[src/rtl/seq_chunk_adder_pkg.sv]
// seq_chunk_adder_pkg: shared FSM state encoding and the counter-width
// helper for the multi-cycle chunked adder/subtractor.
package seq_chunk_adder_pkg;

    typedef enum logic [1:0] {
        ST_IDLE = 2'd0,
        ST_RUN  = 2'd1,
        ST_DONE = 2'd2
    } state_e;

    // Width of the slice counter; never below one bit.
    function automatic int cnt_width(input int n);
        return (n <= 1) ? 1 : $clog2(n);
    endfunction

endpackage

[src/rtl/seq_chunk_adder_if.sv]
// seq_chunk_adder_if: operation bundle for seq_chunk_adder.
// master (controller): drives start/sub/a/b/cin and reads busy/done/sum/cout/ovf.
// slave (adder): the reverse direction.
interface seq_chunk_adder_if #(
    parameter int WIDTH = 16
);
    logic             start;
    logic             sub;
    logic [WIDTH-1:0] a;
    logic [WIDTH-1:0] b;
    logic             cin;
    logic             busy;
    logic             done;
    logic [WIDTH-1:0] sum;
    logic             cout;
    logic             ovf;

    modport master (
        output start, sub, a, b, cin,
        input  busy, done, sum, cout, ovf
    );

    modport slave (
        input  start, sub, a, b, cin,
        output busy, done, sum, cout, ovf
    );
endinterface

[src/rtl/seq_chunk_adder_rca_slice.sv]
// rca_slice: combinational CHUNK-bit ripple carry adder built from full-adder cells.
// Ports: a, b (CHUNK), cin -> sum (CHUNK), cout.
module rca_slice #(
    parameter int CHUNK = 4
) (
    input  logic [CHUNK-1:0] a,
    input  logic [CHUNK-1:0] b,
    input  logic             cin,
    output logic [CHUNK-1:0] sum,
    output logic             cout
);
    logic [CHUNK:0] c;

    assign c[0] = cin;

    for (genvar i = 0; i < CHUNK; i++) begin : g_fa
        assign sum[i]  = a[i] ^ b[i] ^ c[i];
        assign c[i+1]  = (a[i] & b[i]) | (c[i] & (a[i] ^ b[i]));
    end

    assign cout = c[CHUNK];
endmodule

[src/rtl/seq_chunk_adder.sv]
// seq_chunk_adder: WIDTH-bit add/subtract, CHUNK bits per clock through one
// shared ripple slice with a registered carry; start/busy/done handshake.
// Ports: clk, rst (sync, active high), bus (slave modport: start, sub, a, b,
// cin in; busy, done, sum, cout, ovf out).
module seq_chunk_adder
    import seq_chunk_adder_pkg::*;
#(
    parameter int WIDTH = 16,
    parameter int CHUNK = 4
) (
    input  logic                clk,
    input  logic                rst,
    seq_chunk_adder_if.slave    bus
);
    localparam int NSLICE = WIDTH / CHUNK;
    localparam int CW     = cnt_width(NSLICE);
    localparam int MSB    = WIDTH - 1;

    state_e           state_q, state_d;
    logic [CW-1:0]    cnt_q, cnt_d;
    logic             carry_q, carry_d;
    logic [WIDTH-1:0] a_q, a_d;
    logic [WIDTH-1:0] b_q, b_d;
    logic [WIDTH-1:0] res_q, res_d;
    logic [WIDTH-1:0] sum_q, sum_d;
    logic             cout_q, cout_d;
    logic             ovf_q, ovf_d;

    logic [CHUNK-1:0] slice_a;
    logic [CHUNK-1:0] slice_b;
    logic [CHUNK-1:0] slice_sum;
    logic             slice_cout;
    logic             last;
    int               slice_idx;

    // b_q holds the effective operand (already inverted for subtract).
    assign slice_idx = int'(cnt_q) * CHUNK;
    assign slice_a   = a_q[slice_idx +: CHUNK];
    assign slice_b   = b_q[slice_idx +: CHUNK];
    assign last      = (cnt_q == CW'(NSLICE - 1));

    rca_slice #(
        .CHUNK (CHUNK)
    ) u_slice (
        .a    (slice_a),
        .b    (slice_b),
        .cin  (carry_q),
        .sum  (slice_sum),
        .cout (slice_cout)
    );

    always_comb begin
        state_d = state_q;
        cnt_d   = cnt_q;
        carry_d = carry_q;
        a_d     = a_q;
        b_d     = b_q;
        res_d   = res_q;
        sum_d   = sum_q;
        cout_d  = cout_q;
        ovf_d   = ovf_q;

        unique case (state_q)
            ST_IDLE, ST_DONE: begin
                state_d = ST_IDLE;
                if (bus.start) begin
                    a_d     = bus.a;
                    b_d     = bus.sub ? ~bus.b : bus.b;
                    carry_d = bus.sub ? 1'b1 : bus.cin;
                    cnt_d   = '0;
                    state_d = ST_RUN;
                end
            end
            ST_RUN: begin
                res_d[slice_idx +: CHUNK] = slice_sum;
                carry_d = slice_cout;
                // Counter wraps to 0 after the last slice so the slice
                // select never points outside the operand.
                cnt_d   = last ? '0 : cnt_q + CW'(1);
                if (last) begin
                    state_d = ST_DONE;
                    sum_d   = res_d;
                    cout_d  = slice_cout;
                    ovf_d   = (a_q[MSB] == b_q[MSB]) && (res_d[MSB] != a_q[MSB]);
                end
            end
            default: state_d = ST_IDLE;
        endcase
    end

    always_ff @(posedge clk) begin
        if (rst) begin
            state_q <= ST_IDLE;
            cnt_q   <= '0;
            carry_q <= 1'b0;
            a_q     <= '0;
            b_q     <= '0;
            res_q   <= '0;
            sum_q   <= '0;
            cout_q  <= 1'b0;
            ovf_q   <= 1'b0;
        end else begin
            state_q <= state_d;
            cnt_q   <= cnt_d;
            carry_q <= carry_d;
            a_q     <= a_d;
            b_q     <= b_d;
            res_q   <= res_d;
            sum_q   <= sum_d;
            cout_q  <= cout_d;
            ovf_q   <= ovf_d;
        end
    end

    assign bus.busy = (state_q == ST_RUN);
    assign bus.done = (state_q == ST_DONE);
    assign bus.sum  = sum_q;
    assign bus.cout = cout_q;
    assign bus.ovf  = ovf_q;
endmodule

[src/flat_wrapper.sv]
// flat-port wrapper written by rule: the top's interface ports become plain ports
module seq_chunk_adder_flat import seq_chunk_adder_pkg::*;
#(
    parameter int WIDTH = 16,
    parameter int CHUNK = 4
)
  (clk, rst, bus_start, bus_sub, bus_a, bus_b, bus_cin, bus_busy, bus_done, bus_sum, bus_cout, bus_ovf);
  seq_chunk_adder_if #(.WIDTH(WIDTH)) bus_i ();
  input  logic clk;
  input  logic rst;
  input wire logic [$bits(bus_i.start)-1:0] bus_start;
  input wire logic [$bits(bus_i.sub)-1:0] bus_sub;
  input wire logic [$bits(bus_i.a)-1:0] bus_a;
  input wire logic [$bits(bus_i.b)-1:0] bus_b;
  input wire logic [$bits(bus_i.cin)-1:0] bus_cin;
  output wire logic [$bits(bus_i.busy)-1:0] bus_busy;
  output wire logic [$bits(bus_i.done)-1:0] bus_done;
  output wire logic [$bits(bus_i.sum)-1:0] bus_sum;
  output wire logic [$bits(bus_i.cout)-1:0] bus_cout;
  output wire logic [$bits(bus_i.ovf)-1:0] bus_ovf;
  assign bus_i.start = bus_start;
  assign bus_i.sub = bus_sub;
  assign bus_i.a = bus_a;
  assign bus_i.b = bus_b;
  assign bus_i.cin = bus_cin;
  assign bus_busy = bus_i.busy;
  assign bus_done = bus_i.done;
  assign bus_sum = bus_i.sum;
  assign bus_cout = bus_i.cout;
  assign bus_ovf = bus_i.ovf;
  seq_chunk_adder #(.WIDTH(WIDTH), .CHUNK(CHUNK)) u_core (.clk(clk), .rst(rst), .bus(bus_i));
endmodule
[config.mk]
export PLATFORM = sky130hd
export DESIGN_NAME = seq_chunk_adder_flat
export DESIGN_NICKNAME = d
export VERILOG_FILES = /design/src/rtl/seq_chunk_adder_pkg.sv /design/src/rtl/seq_chunk_adder_if.sv /design/src/rtl/seq_chunk_adder_rca_slice.sv /design/src/rtl/seq_chunk_adder.sv /design/src/flat_wrapper.sv
export SDC_FILE = /design/constraint.sdc
export NUM_CORES = 1
export LEC_CHECK = 0
export ABC_AREA = 1
export CAP_MARGIN = 20
export CORE_UTILIZATION = 23
export DETAILED_ROUTE_END_ITERATION = 8
export GPL_ROUTABILITY_DRIVEN = 0
export PLACE_DENSITY = 0.42
export RECOVER_POWER = 25
export SYNTH_ARGS = -nofsm -noshare
export SYNTH_HDL_FRONTEND = slang
export SYNTH_SLANG_ARGS = --single-unit
export TNS_END_PERCENT = 5
[constraint.sdc]
create_clock -name clk -period 2.8 [get_ports clk]
set_clock_uncertainty 0.15 [all_clocks]
set_input_delay 0.42 -clock clk [delete_from_list [all_inputs] [get_ports clk]]
set_output_delay 0.42 -clock clk [all_outputs]
set_load 0.03 [all_outputs]
==> key figures <==
Final layout
  – Post-layout util: 32.08%
  – Register Area: 1429 um^2
  – Antenna diode count: 0
  – Nets: 562
  – Area of the multi-input gates: 1582 um^2
  – Layout cells sized above 1: 10.38%
  – Filler Cell Count: 1561
  – P&R area growth vs syn: 34.20%

Status
  – Failing checks: setup timing
  – Status: finished with violations

Yosys
  – XOR/XNOR Fraction of Synth Area: 4.159%
  – Largest cells by area after synthesis: dfxtp_1 42%, o21ai_0 11%, inv_1 7.8%, a21oi_1 5.8%, nor2_1 5.8%
  – Synthesized area: 3369 um^2
  – Register bit total from synthesis: 71
  – Post-synthesis sequential area ratio: 42.18%
  – Mux share of post-synthesis cell area: 0%
  – Share of the synthesized area in the top cell type: 42.18%
  – Average cell area after synthesis: 7.373 um^2
  – Top_reg_cell synth: dfxtp_1
  – Post-Syn Instances: 457
  – Largest family of logic cells by synthesized area: compound AO/OA/AOI/OAI gates
  – Syn nets: 504
  – Adder-cell share of the synthesized area: 4.605%
  – Ys Warns: 0
  – Post-synthesis compound-gate area fraction: 22.32%
  – Async SR Flop Fraction: 0%
  – Synth cell types: 25
  – Post-synth EDFFs: 0
  – Synth Area in Simple Gates: 14.93%
  – Yosys top cell by area: dfxtp_1

Floorplan
  – Boundary Pins: 57
  – Core area: 14100 um^2
  – Die Wd: 123.0 um
  – Full die area: 15140 um^2
  – Cell row count: 43
  – Die Y: 123.0 um
  – Initial core utilization: 23.90%

Timing
  – Rel. slew slack: 58.42%
  – Fin crit period: 2950 ps
  – Max Slew Vio Count: 0
  – Worst-margin pin slew: 622.2 ps
  – RSZ-0062 raised after global routing: yes
  – Crit share post-route: 105.3%
  – # setup viols final: 9
  – Endpoints failing hold: 0
  – Final WS setup: -149.8 ps
  – Fmax: 339.0 MHz

Critical path
  – Crit path DAT: 3030 ps
  – Worst Setup SP: u_core.cnt_q[0]$_SDFFE_PP0P_
  – CP max FO: 9
  – Startpoint Class: flip-flop
  – R2R cell count: 16
  – R2R Path End: u_core.res_q[11]$_SDFFE_PP0P_
  – Worst EP required: 2880 ps
  – Worst Setup End Kind: flip-flop
  – Crit path kind: flip-flop to flip-flop
  – Worst R2R Setup Slack: -150 ps
  – FF-to-FF Start: u_core.cnt_q[0]$_SDFFE_PP0P_
  – CP endpoint: u_core.res_q[11]$_SDFFE_PP0P_

Clock network
  – H-Tree Depth: 3
  – CTS Buf Count: 9
  – Max Root-Sink Buffers: 2
  – CTS tree: built
  – Clock Pin Slew Worst Setup and Hold Paths: 60 ps
  – Skew-Pair Late Insertion Delay: 340 ps
  – Clock sinks: 71
  – Clock root buffer: clkbuf_16

Min path
  – Hold crit path type: flip-flop to flip-flop

Detailed routing
  – DR WL/cell: 12.75 um
  – Avg Vias per Cell: 4.224
  – Post-Route WL: 8926 um
  – Drt drc: 0
  – Drt pass-1 iters: 4
  – DRT antenna net count: 0
  – Iter 0 DRT Violations: 104
  – Via count: 2957

Placement
  – Post-DP HPWL: 6505 um
  – IO buf count: 56

Power and ir drop
  – Leakage: 0.002044 uW
  – Power per Cell Area: 634.3 nW/um^2
  – Worst vdd ir: 0.3074 mV
  – Final Power: 2868 uW

Global routing
  – Overall routing resource usage: 12.60%
  – Antenna violations before repair: 0
  – GRT busiest layer: met2
  – Met1 Track Usage GR: 15.99%
  – Total gr overflow: 0
  – Met3 global-route usage: 3.644%
  – Pin count of the biggest net entering global routing: 35
  – First-pass GRT wire length: 14410 um
  – Vias in the first global route: 2857
  – GR Util met2: 20.58%

Flow run
  – Max-cap violations: 0
cell usage after synthesis, types with 2 or more instances:
cell type / n
a21oi_1: 39
a32o_1: 2
buf_2: 9
buf_6: 2
clkbuf_1: 12
dfxtp_1: 71
fa_1: 4
ha_1: 6
inv_1: 70
inv_2: 3
nand2_1: 49
nand3_1: 10
nand4_1: 4
nor2_1: 52
o21a_1: 3
o21ai_0: 74
o21ai_1: 10
o22ai_1: 15
xnor2_1: 16
layer usage:
layer / routed length [um] / share of wire (%)
met2: 4130 / 46
met5: 0 / 0
met3: 403 / 4.5
met1: 4278 / 48
met4: 115 / 1.3
through the flow:
| step | cells | instance area [um^2] | setup slack [ps] | hold WS, ps | TNS [ps] |
|---|---|---|---|---|---|
| floorplan | 457 | 3413 | -133.7 | 299.5 | -845.4 |
| global route | 700 | 4522 | -306.0 | 360.2 | -2294 |
| CTS | 700 | 4516 | -174.3 | 330.9 | -1136 |
| finish | 700 | 4522 | -149.8 | 323.6 | -816.5 |
| global placement | 683 | 4164 | -212.2 | 319.8 | -1370 |
| detailed placement | 683 | 4164 | -254.1 | 318.1 | -1740 |
timing repair:
item	in CTS	in global routing
buffers inserted	1	0
hold buffers	0	0
pin swaps	2	2
resized for setup	8	9
endpoints found under the hold margin	0	0
endpoints found under the setup margin	9	15
gates cloned	0	0
registers in the layout, indices dropped and copies added, names as in the netlist:
name             cells
u_core.bus.cout      1
u_core.res_q        16
u_core.carry_q       1
u_core.state_q       2
u_core.cnt_q         2
u_core.b_q          16
u_core.bus.sum      16
u_core.a_q          16
u_core.bus.ovf       1
worst min-delay path by stage:
stage,startpoint,to,slack (ps),cells after the start
final,u_core.bus.sum[15]$_SDFFE_PP0P_,u_core.bus.sum[15]$_SDFFE_PP0P_,320,2
after global routing,u_core.a_q[13]$_SDFFE_PP0P_,u_core.a_q[13]$_SDFFE_PP0P_,360,2
after CTS,u_core.bus.sum[15]$_SDFFE_PP0P_,u_core.bus.sum[15]$_SDFFE_PP0P_,330,2
after detailed placement,u_core.bus.sum[15]$_SDFFE_PP0P_,u_core.bus.sum[15]$_SDFFE_PP0P_,320,2
after global placement,u_core.a_q[5]$_SDFFE_PP0P_,u_core.a_q[5]$_SDFFE_PP0P_,320,2
after floorplan,u_core.a_q[11]$_SDFFE_PP0P_,u_core.a_q[11]$_SDFFE_PP0P_,300,2
power breakdown:
group | switching (uW) | total (uW) | internal [uW] | leakage (uW)
Combinational | 283 | 485 | 202 | 0.00130
Sequential | 36.5 | 1110 | 1080 | 0.000585
Clock | 441 | 1270 | 827 | 0.000162
placed cells by master, fill, tap and decap left out, drive strengths merged, types with 4 or more instances in the layout:
cell type / synthesis / layout
nor2: 54 / 54
xnor2: 16 / 16
nand2: 51 / 51
o22ai: 15 / 15
dfxtp: 71 / 71
inv: 73 / 74
clkdlybuf4s50: 0 / 55
a21oi: 39 / 39
buf: 13 / 15
o21ai: 84 / 84
nand3: 10 / 10
clkbuf: 12 / 12
nand4: 4 / 4
ha: 6 / 6
fa: 4 / 4
cells by family (layout without fill, tap and decap cells):
| group | after synthesis | count (layout) |
|---|---|---|
| AO/OA/AOI/OAI | 143 | 143 |
| AND/OR/NAND/NOR | 119 | 119 |
| buffers and inverters | 98 | 161 |
| flip-flops | 71 | 71 |
| XOR/XNOR | 16 | 16 |
| adder cells (fa/ha/maj) | 10 | 10 |
cell type report:
cell class                      instances  area share [%]
Multi-Input combinational cell        288           34.98
Sequential cell                        71           31.60
Tap cell                              180           4.981
Clock inverter                          5           1.743
Inverter                               73           6.115
Clock buffer                           11           5.589
Timing Repair Buffer                   72           15.00
worst max-delay path, stage by stage, from the launching register on:
cell	delay [ps]
dfxtp_4	380
inv_4	70
nand2_1	40
a32o_2	270
fa_2	340
inv_1	70
fa_1	180
inv_2	40
fa_2	320
inv_2	70
fa_2	460
inv_1	90
nor2_2	40
inv_1	70
o22ai_2	60
o21ai_1	140
inv_1	50
No activity file was read; power rests on OpenSTA's default activity.
